## src/rtl/pulse_generator_if.sv

```systemverilog
// Control/status bundle for pulse_generator: burst request fields in, pulse line and status out.
// The master side drives the request; the slave side is the generator itself.
interface pulse_generator_if #(
    parameter int unsigned CNT_W = 16,
    parameter int unsigned NUM_W = 8
) ();

    logic             i_ena;
    logic             i_start;
    logic             i_abort;
    logic [CNT_W-1:0] i_width;
    logic [CNT_W-1:0] i_gap;
    logic [NUM_W-1:0] i_count;
    logic             o_pulse;
    logic             o_busy;
    logic             o_done;

    modport master (
        output i_ena,
        output i_start,
        output i_abort,
        output i_width,
        output i_gap,
        output i_count,
        input  o_pulse,
        input  o_busy,
        input  o_done
    );

    modport slave (
        input  i_ena,
        input  i_start,
        input  i_abort,
        input  i_width,
        input  i_gap,
        input  i_count,
        output o_pulse,
        output o_busy,
        output o_done
    );

endinterface

```

## src/rtl/pulse_generator.sv

```systemverilog
// Burst pulse generator: N pulses of W active cycles separated by G idle cycles.
// All outputs come straight from flops, so the pulse line is glitch-free.
module pulse_generator #(
    parameter string       POLARITY = "HIGH",
    parameter int unsigned CNT_W    = 16,
    parameter int unsigned NUM_W    = 8
) (
    input logic               i_clk,
    input logic               i_rst_n,
    pulse_generator_if.slave  bus
);

    localparam logic IdleLvl = (POLARITY == "LOW") ? 1'b1 : 1'b0;

    typedef enum logic [1:0] {StIdle, StActive, StGap} state_e;

    state_e           state_q, state_d;
    logic [CNT_W-1:0] cnt_q, cnt_d;
    logic [CNT_W-1:0] width_q, width_d;
    logic [CNT_W-1:0] gap_q, gap_d;
    logic [NUM_W-1:0] num_q, num_d;
    logic             pulse_q, pulse_d;
    logic             busy_q, busy_d;
    logic             done_q, done_d;
    logic             done_evt;

    logic [CNT_W-1:0] width_eff;
    logic [CNT_W-1:0] gap_eff;
    logic             start_ok;
    logic             phase_last;
    logic             pulse_last;

    // Zero-length phases are promoted to one cycle so the down-counters never wrap.
    assign width_eff  = (bus.i_width == '0) ? CNT_W'(1) : bus.i_width;
    assign gap_eff    = (bus.i_gap == '0) ? CNT_W'(1) : bus.i_gap;
    assign start_ok   = bus.i_start & ~bus.i_abort;
    assign phase_last = (cnt_q == CNT_W'(1));
    assign pulse_last = (num_q == NUM_W'(1));

    always_ff @(posedge i_clk or negedge i_rst_n) begin
        if (!i_rst_n) begin
            state_q <= StIdle;
            cnt_q   <= '0;
            width_q <= '0;
            gap_q   <= '0;
            num_q   <= '0;
            pulse_q <= IdleLvl;
            busy_q  <= 1'b0;
            done_q  <= 1'b0;
        end else if (bus.i_ena) begin
            state_q <= state_d;
            cnt_q   <= cnt_d;
            width_q <= width_d;
            gap_q   <= gap_d;
            num_q   <= num_d;
            pulse_q <= pulse_d;
            busy_q  <= busy_d;
            done_q  <= done_d;
        end
    end

    always_comb begin
        state_d  = state_q;
        cnt_d    = cnt_q;
        width_d  = width_q;
        gap_d    = gap_q;
        num_d    = num_q;
        done_evt = 1'b0;
        unique case (state_q)
            StIdle: begin
                if (start_ok) begin
                    if (bus.i_count != '0) begin
                        width_d = width_eff;
                        gap_d   = gap_eff;
                        num_d   = bus.i_count;
                        cnt_d   = width_eff;
                        state_d = StActive;
                    end else begin
                        done_evt = 1'b1;
                    end
                end
            end
            StActive: begin
                if (bus.i_abort) begin
                    state_d = StIdle;
                    cnt_d   = '0;
                    num_d   = '0;
                end else if (phase_last) begin
                    if (pulse_last) begin
                        state_d  = StIdle;
                        cnt_d    = '0;
                        num_d    = '0;
                        done_evt = 1'b1;
                    end else begin
                        state_d = StGap;
                        cnt_d   = gap_q;
                        num_d   = num_q - NUM_W'(1);
                    end
                end else begin
                    cnt_d = cnt_q - CNT_W'(1);
                end
            end
            StGap: begin
                if (bus.i_abort) begin
                    state_d = StIdle;
                    cnt_d   = '0;
                    num_d   = '0;
                end else if (phase_last) begin
                    state_d = StActive;
                    cnt_d   = width_q;
                end else begin
                    cnt_d = cnt_q - CNT_W'(1);
                end
            end
            default: begin
                state_d = StIdle;
                cnt_d   = '0;
                num_d   = '0;
            end
        endcase
    end

    // Outputs are decoded from the next state and registered alongside it.
    always_comb begin
        pulse_d = (state_d == StActive) ? ~IdleLvl : IdleLvl;
        busy_d  = (state_d != StIdle);
        done_d  = done_evt;
    end

    assign bus.o_pulse = pulse_q;
    assign bus.o_busy  = busy_q;
    assign bus.o_done  = done_q;

endmodule

```

## src/flat_wrapper.sv

```systemverilog
// flat-port wrapper written by rule: the top's interface ports become plain ports
module pulse_generator_flat 
#(
    parameter string       POLARITY = "    ",
    parameter int unsigned CNT_W    = 16,
    parameter int unsigned NUM_W    = 8
)
  (i_clk, i_rst_n, bus_i_ena, bus_i_start, bus_i_abort, bus_i_width, bus_i_gap, bus_i_count, bus_o_pulse, bus_o_busy, bus_o_done);
  pulse_generator_if #(.CNT_W(CNT_W), .NUM_W(NUM_W)) bus_i ();
  input logic i_clk;
  input logic i_rst_n;
  input wire logic [$bits(bus_i.i_ena)-1:0] bus_i_ena;
  input wire logic [$bits(bus_i.i_start)-1:0] bus_i_start;
  input wire logic [$bits(bus_i.i_abort)-1:0] bus_i_abort;
  input wire logic [$bits(bus_i.i_width)-1:0] bus_i_width;
  input wire logic [$bits(bus_i.i_gap)-1:0] bus_i_gap;
  input wire logic [$bits(bus_i.i_count)-1:0] bus_i_count;
  output wire logic [$bits(bus_i.o_pulse)-1:0] bus_o_pulse;
  output wire logic [$bits(bus_i.o_busy)-1:0] bus_o_busy;
  output wire logic [$bits(bus_i.o_done)-1:0] bus_o_done;
  assign bus_i.i_ena = bus_i_ena;
  assign bus_i.i_start = bus_i_start;
  assign bus_i.i_abort = bus_i_abort;
  assign bus_i.i_width = bus_i_width;
  assign bus_i.i_gap = bus_i_gap;
  assign bus_i.i_count = bus_i_count;
  assign bus_o_pulse = bus_i.o_pulse;
  assign bus_o_busy = bus_i.o_busy;
  assign bus_o_done = bus_i.o_done;
  pulse_generator #(.POLARITY(POLARITY), .CNT_W(CNT_W), .NUM_W(NUM_W)) u_core (.i_clk(i_clk), .i_rst_n(i_rst_n), .bus(bus_i));
endmodule
```

## config.mk

```make
export PLATFORM = sky130hd
export DESIGN_NAME = pulse_generator_flat
export DESIGN_NICKNAME = d
export VERILOG_FILES = /design/src/rtl/pulse_generator_if.sv /design/src/rtl/pulse_generator.sv /design/src/flat_wrapper.sv
export SDC_FILE = /design/constraint.sdc
export NUM_CORES = 1
export LEC_CHECK = 0
export ABC_CLOCK_PERIOD_IN_PS = 2600
export CORE_ASPECT_RATIO = 1.5
export CORE_UTILIZATION = 55
export CTS_CLUSTER_DIAMETER = 60
export CTS_CLUSTER_SIZE = 20
export DETAILED_ROUTE_END_ITERATION = 8
export PLACE_DENSITY_LB_ADDON = 0.12
export SLEW_MARGIN = 20
export SYNTH_ARGS = -nofsm -noshare
export SYNTH_HDL_FRONTEND = slang
export SYNTH_SLANG_ARGS = --single-unit
```

## constraint.sdc

```tcl
create_clock -name i_clk -period 2.6 [get_ports i_clk]
set_input_delay 0.39 -clock i_clk [delete_from_list [all_inputs] [get_ports i_clk]]
set_output_delay 0.39 -clock i_clk [all_outputs]
set_load 0.02 [all_outputs]
```

Yosys cells after proc, flatten, opt, wreduce, memory -nomap -nowiden
Cells that the tools add are included.
- register bits after elaboration: 61
- input bits: 45
- word-level logic and storage cells: 61
- add/subtract/negate cells: 2
- equality and inequality tests: 9
- muxes and demuxes: 32
- bitwise operators: 2
- reduce and logical (&&, ||, !) cells: 8
- operators with widths (cell ; count):
    $mux 16 ; 9
    $mux 8 ; 6
    $pmux 16 s3 ; 1
    $logic_not 16->1 ; 2
    $pmux 8 s3 ; 1
    $eq 16x1->1 const B ; 1
    $sub 16x1->16 const B ; 1
    $mux 2 ; 7
    $eq 8x1->1 const B ; 1
    $reduce_bool 8->1 ; 1
    $sub 8x1->8 const B ; 1
    $mux 1 ; 6
    $pmux 2 s3 ; 1
    $reduce_and 5->1 ; 1
    $eq 2x1->1 const B ; 2
    $ne 2x1->1 const B ; 2
    $reduce_and 4->1 ; 1
    $ne 3x2->1 const B ; 1
    $reduce_and 3->1 ; 1
    $eq 2x2->1 const B ; 1
    $logic_not 2->1 ; 1
    $ne 2x2->1 const B ; 1
    $pmux 1 s2 ; 1
    $reduce_bool 2->1 ; 1
    2 further kinds ; 2

Depth between registers and ports, before layout
- word-level depth: 7
- depth in mapped cells: 8

Worst setup path after synthesis
Ideal clock, no wire load.
- kind: flip-flop to flip-flop
- from: register u_core.cnt_q[1]
- to: register u_core.busy_q, in the netlist u_core.bus.o_busy
- setup time: 0.124 ns
- data arrival time: 2.095 ns
- setup slack: 0.381 ns
- cell stages (with the launch flop): 8
- clock period less this slack: 2.219 ns
- path through: dfrtp_1 > inv_1 > ha_1 > or3b_2 > clkbuf_1 > nor2_2 > mux2_2 > a211o_1
- cells in the longest elaborated chain, start to end: 5
- ends and longest elaborated chain (what ; line ; text):
    start, declared ; pulse_generator.sv:18 ; logic [CNT_W-1:0] cnt_q, cnt_d;
    start signal, assigned ; pulse_generator.sv:52 ; cnt_q <= cnt_d;
    $eq 16x1->1 * ; pulse_generator.sv:37 ; assign phase_last = (cnt_q == CNT_W'(1));
    $mux 2, on equally long branches ; pulse_generator.sv:108, pulse_generator.sv:88 ;
    $mux 2, on equally long branches ; pulse_generator.sv:104, pulse_generator.sv:84 ;
    $pmux 2 s3 * ; pulse_generator.sv:69 ; unique case (state_q)
    $reduce_bool 2->1 * ; pulse_generator.sv:126 ; busy_d = (state_d != StIdle);
    end signal, assigned ; pulse_generator.sv:57 ; busy_q <= busy_d;
    end, declared ; pulse_generator.sv:23 ; logic busy_q, busy_d;
Every way passes the cells marked *; elsewhere a longest branch is shown, timed or not.
A chain may end at the register's enable or synchronous reset.

Worst setup path in the final report
- from: register u_core.num_q[1]
- to: register u_core.cnt_q[5]
- cells in the longest elaborated chain, start to end: 5
- ends and longest elaborated chain (what ; line ; text):
    start, declared ; pulse_generator.sv:21 ; logic [NUM_W-1:0] num_q, num_d;
    start signal, assigned ; pulse_generator.sv:55 ; num_q <= num_d;
    $eq 8x1->1 ; pulse_generator.sv:38 ; assign pulse_last = (num_q == NUM_W'(1));
    $mux 16 ; pulse_generator.sv:89 ; if (pulse_last) begin
    $mux 16 ; pulse_generator.sv:88 ; end else if (phase_last) begin
    $mux 16 ; pulse_generator.sv:84 ; if (bus.i_abort) begin
    $pmux 16 s3 ; pulse_generator.sv:69 ;
Every way passes these cells.

==> metrics.md <==
| Metric | Value |
|---|---|
| Sequential share of the synthesized area | `0.4467` |
| CTS buffer count | `9` |
| Top Ports | `48` |
| Root Driver | `clkbuf_8` |
| # Post-CTS Setup Buffers | `0` |
| Cell-internal power | `0.002390 W` |
| PortBufs | `47` |
| Mux cell area share after synthesis | `0.006591` |
| Die ar. | `6538 um2` |
| Total track usage | `0.3237` |
| DR iter-0 viols | `258` |
| GR Overflow Total | `0` |
| Area grow syn2layout | `25.34%` |
| Core Area | `5913 um2` |
| Slew Viols, Final | `0` |
| First-pass GRT wire length | `15.49 mm` |
| WL final | `9.475 mm` |
| TNS Setup | `0 ns` |
| Share of layout cells above drive strength 1 | `0.09865` |
| Final cycle utilization of the critical path | `0.8742` |
| Total power | `0.003652 W` |
| # diodes | `0` |
| Pleak | `1.883 nW` |
| CP max stage cell | `nor4b_1` |
| Largest net degree at the start of global routing | `39` |
| RSZ-0062 raised after global routing | `false` |
| Worst Hold Class | `in2async` |
| Clk sink count | `61` |
| Final nets | `490` |
| Power Dens Cells | `852.7 nW/um2` |
| Worst-path fanout max | `13` |
| Bufs on Longest Clock Path | `2` |
| Highest Clock Rate | `0.4400 GHz` |
| Crit path required time | `2.83 ns` |
| Syn nets | `438` |
| WS Path Type | `reg2reg` |
| CTS tree | `yes` |
| Largest delay share family, worst path | `simple AND/OR/NAND/NOR gates` |
| Post-CTS Hold Buffers | `0` |
| Cells after synthesis | `389` |
| Buf+Inv Stages, Crit Path | `2` |
| Combinational power share | `0.315` |
| Compound-cell area share of the yosys netlist | `0.2263` |
| Vias | `3235` |
| Worst-path cell chain | `inv_1, ha_1, nor4b_1, a21oi_2, buf_4, a222oi_1, nand2_1, a22o_1` |
| Reg area | `1526 um2` |
| Syn. warnings | `0` |
| Largest family of logic cells by synthesized area | `simple AND/OR/NAND/NOR gates` |
| Final min period | `2.273 ns` |
| Syn_area_per_cell | `8.784 um2` |
| Critical Path Stages | `8` |
| Post-synth ARST share | `1.000` |
| Netlist cell types | `60` |
| Synth Area in Simple Gates | `0.2365` |
| Tightest Pin Transition | `0.5954 ns` |
| RePlAce Congestion | `0.9543` |
| Die Y | `98.54 um` |
| Drt drc | `0` |
| Post-Synth Adder-Cell Area | `0.01465` |
| Hold Vio Cnt, Final | `0` |
| Sw power | `0.001262 W` |
| Switching Fraction | `0.3457` |
| Clock group share of total power | `0.282` |
| Slowest stage delay, CP | `0.50 ns` |
| H-tree Lvls | `3` |
| Max_slew headroom | `0.5975` |
| Netlist area before placement | `3417 um2` |
| Xor/xnor cell area share of the yosys netlist | `0.03332` |
| Detailed Routing Iterations Pass 1 | `5` |
| WL per Instance | `18.29 um` |
| Die W | `66.36 um` |
| Outcome | `complete, no violations` |
| Core Rows | `34` |
| Initial core utilization | `0.5779` |
| Sequential Power Share | `0.403` |
| Layout Skew | `0.008481 ns` |
| FILL cells | `495` |
| Setup violators final | `0` |
| Number of synthesized flops with an enable pin | `0` |
| Crit path DAT | `2.50 ns` |
| Post-DP HPWL | `6.906 mm` |
| Top FF cell, synth | `dfrtp_1` |
| Antenna violations before repair | `0` |
| Via density | `6.245` |
| Reg2reg path depth | `8` |
| Final antenna-violating net count | `0` |
| Max-cap violations | `0` |
| Clk slew on worst S/H paths | `0.07 ns` |
| Vias in the first global route | `3152` |
| Cts repair resizes | `0` |
| Clk_lat worst skew | `0.35 ns` |
| Post-synthesis register bit count | `61` |
| Area occupied by multi-input gates | `1773 um2` |
| Worst Setup Start Kind | `register` |
| Worst Setup End Kind | `register` |
| VDD IR-drop max | `669.4 uV` |
## path summary, 6_finish.rpt
kind,slack (ns),from,endpoint
worst max-delay path,0.33,u_core.num_q[1],u_core.cnt_q[5]
worst min-delay path,0.05,i_rst_n,u_core.num_q[0]
worst max register to register,0.33,u_core.num_q[1],u_core.cnt_q[5]
worst min register to register,0.48,u_core.width_q[1],u_core.width_q[1]
max in group asynchronous,1.94,i_rst_n,u_core.cnt_q[11]
min in group i_clk,0.48,u_core.width_q[1],u_core.width_q[1]
## sequential cells by signal, indices dropped and copies added (netlist names)
name                flops
u_core.num_q            8
u_core.width_q         16
u_core.state_q          2
u_core.cnt_q           16
u_core.bus.o_done       1
u_core.bus.o_busy       1
u_core.gap_q           16
u_core.bus.o_pulse      1
## power groups by stage
stage          Sequential, W  Clock, W  Combinational (W)
2_1_floorplan        0.00141         0           0.000809
3_3_place_gp         0.00147         0            0.00110
3_5_place_dp         0.00148         0            0.00113
4_1_cts              0.00146   0.00104            0.00114
5_1_grt              0.00151   0.00108            0.00127
6_report             0.00147   0.00103            0.00115
## Yosys cell counts, types with 3 or more instances
cell type,number,share of area
o2bb2ai_1,6,0.015
buf_2,5,0.0073
nand2_1,114,0.13
inv_1,10,0.011
a221oi_1,11,0.028
nor4_1,11,0.020
dfrtp_1,61,0.45
o21ai_1,4,0.0059
xor2_1,6,0.015
nor3_1,8,0.012
a22oi_1,14,0.031
a32oi_1,4,0.010
nand3_1,4,0.0059
o21ai_0,16,0.023
xnor2_1,7,0.018
clkbuf_1,14,0.015
a22o_1,3,0.0077
o211ai_1,6,0.013
a21oi_1,7,0.010
a222oi_1,3,0.0088
a21o_1,3,0.0066
nor2_1,11,0.012
ha_1,4,0.015
a31oi_1,3,0.0055
## layout by cell type, fill, tap and decap left out, drive strengths merged, types with 6 or more instances in the layout
| master | count |
|---|---|
| buf | 16 |
| nor2 | 12 |
| xnor2 | 7 |
| clkbuf | 12 |
| a22oi | 14 |
| a21oi | 9 |
| dfrtp | 61 |
| clkdlybuf4s50 | 46 |
| xor2 | 6 |
| nor4 | 13 |
| nor3 | 8 |
| o21ai | 20 |
| o2bb2ai | 6 |
| nand2 | 114 |
| inv | 10 |
| a221oi | 11 |
| o211ai | 6 |
## metrics by stage
stage / instances / utilization / hold WS, ns / area [um2] / setup slack, ns
2_1_floorplan: 389 / - / 0.09441 / 3417 / 0.3807
3_3_place_gp: 502 / 0.6837 / 0.4332 / 4043 / 0.2120
4_1_cts: 518 / 0.7243 / 0.07023 / 4283 / 0.3217
6_report: 518 / 0.7243 / 0.04900 / 4283 / 0.3270
3_5_place_dp: 502 / 0.6837 / 0.4444 / 4043 / 0.1708
5_1_grt: 518 / 0.7243 / 0.1042 / 4283 / 0.1120
## worst reg2reg max path, cell delays in order, from the launching register on
cell	delay [ns]
dfrtp_1	0.41
inv_1	0.10
ha_1	0.14
nor4b_1	0.50
a21oi_2	0.16
buf_4	0.22
a222oi_1	0.28
nand2_1	0.16
a22o_1	0.20
## kinds of logic after synthesis
group,after synthesis
XOR/XNOR,13
adder cells (fa/ha/maj),4
flip-flops,61
AO/OA/AOI/OAI,104
multiplexers,2
AND/OR/NAND/NOR,174
buffers and inverters,31
## routing by layer
layer,vias to the layer above,share of wire,global-route usage
met5,-,0,0
met4,0,0.049,0.1800
met3,33,0.046,0.06713
met2,114,0.51,0.5440
met1,1555,0.40,0.3751
li1,1533,-,-
## layout make-up
cell class              instances  share of cell area
clock inverters                 4             0.02220
repair buffers                 62              0.1437
well taps                      72             0.02103
clock buffers                  12             0.03389
flip-flops and latches         61              0.3564
inverters                      10            0.008764
multi-input cells             297              0.4140
Power figures use the tool's default switching activity.
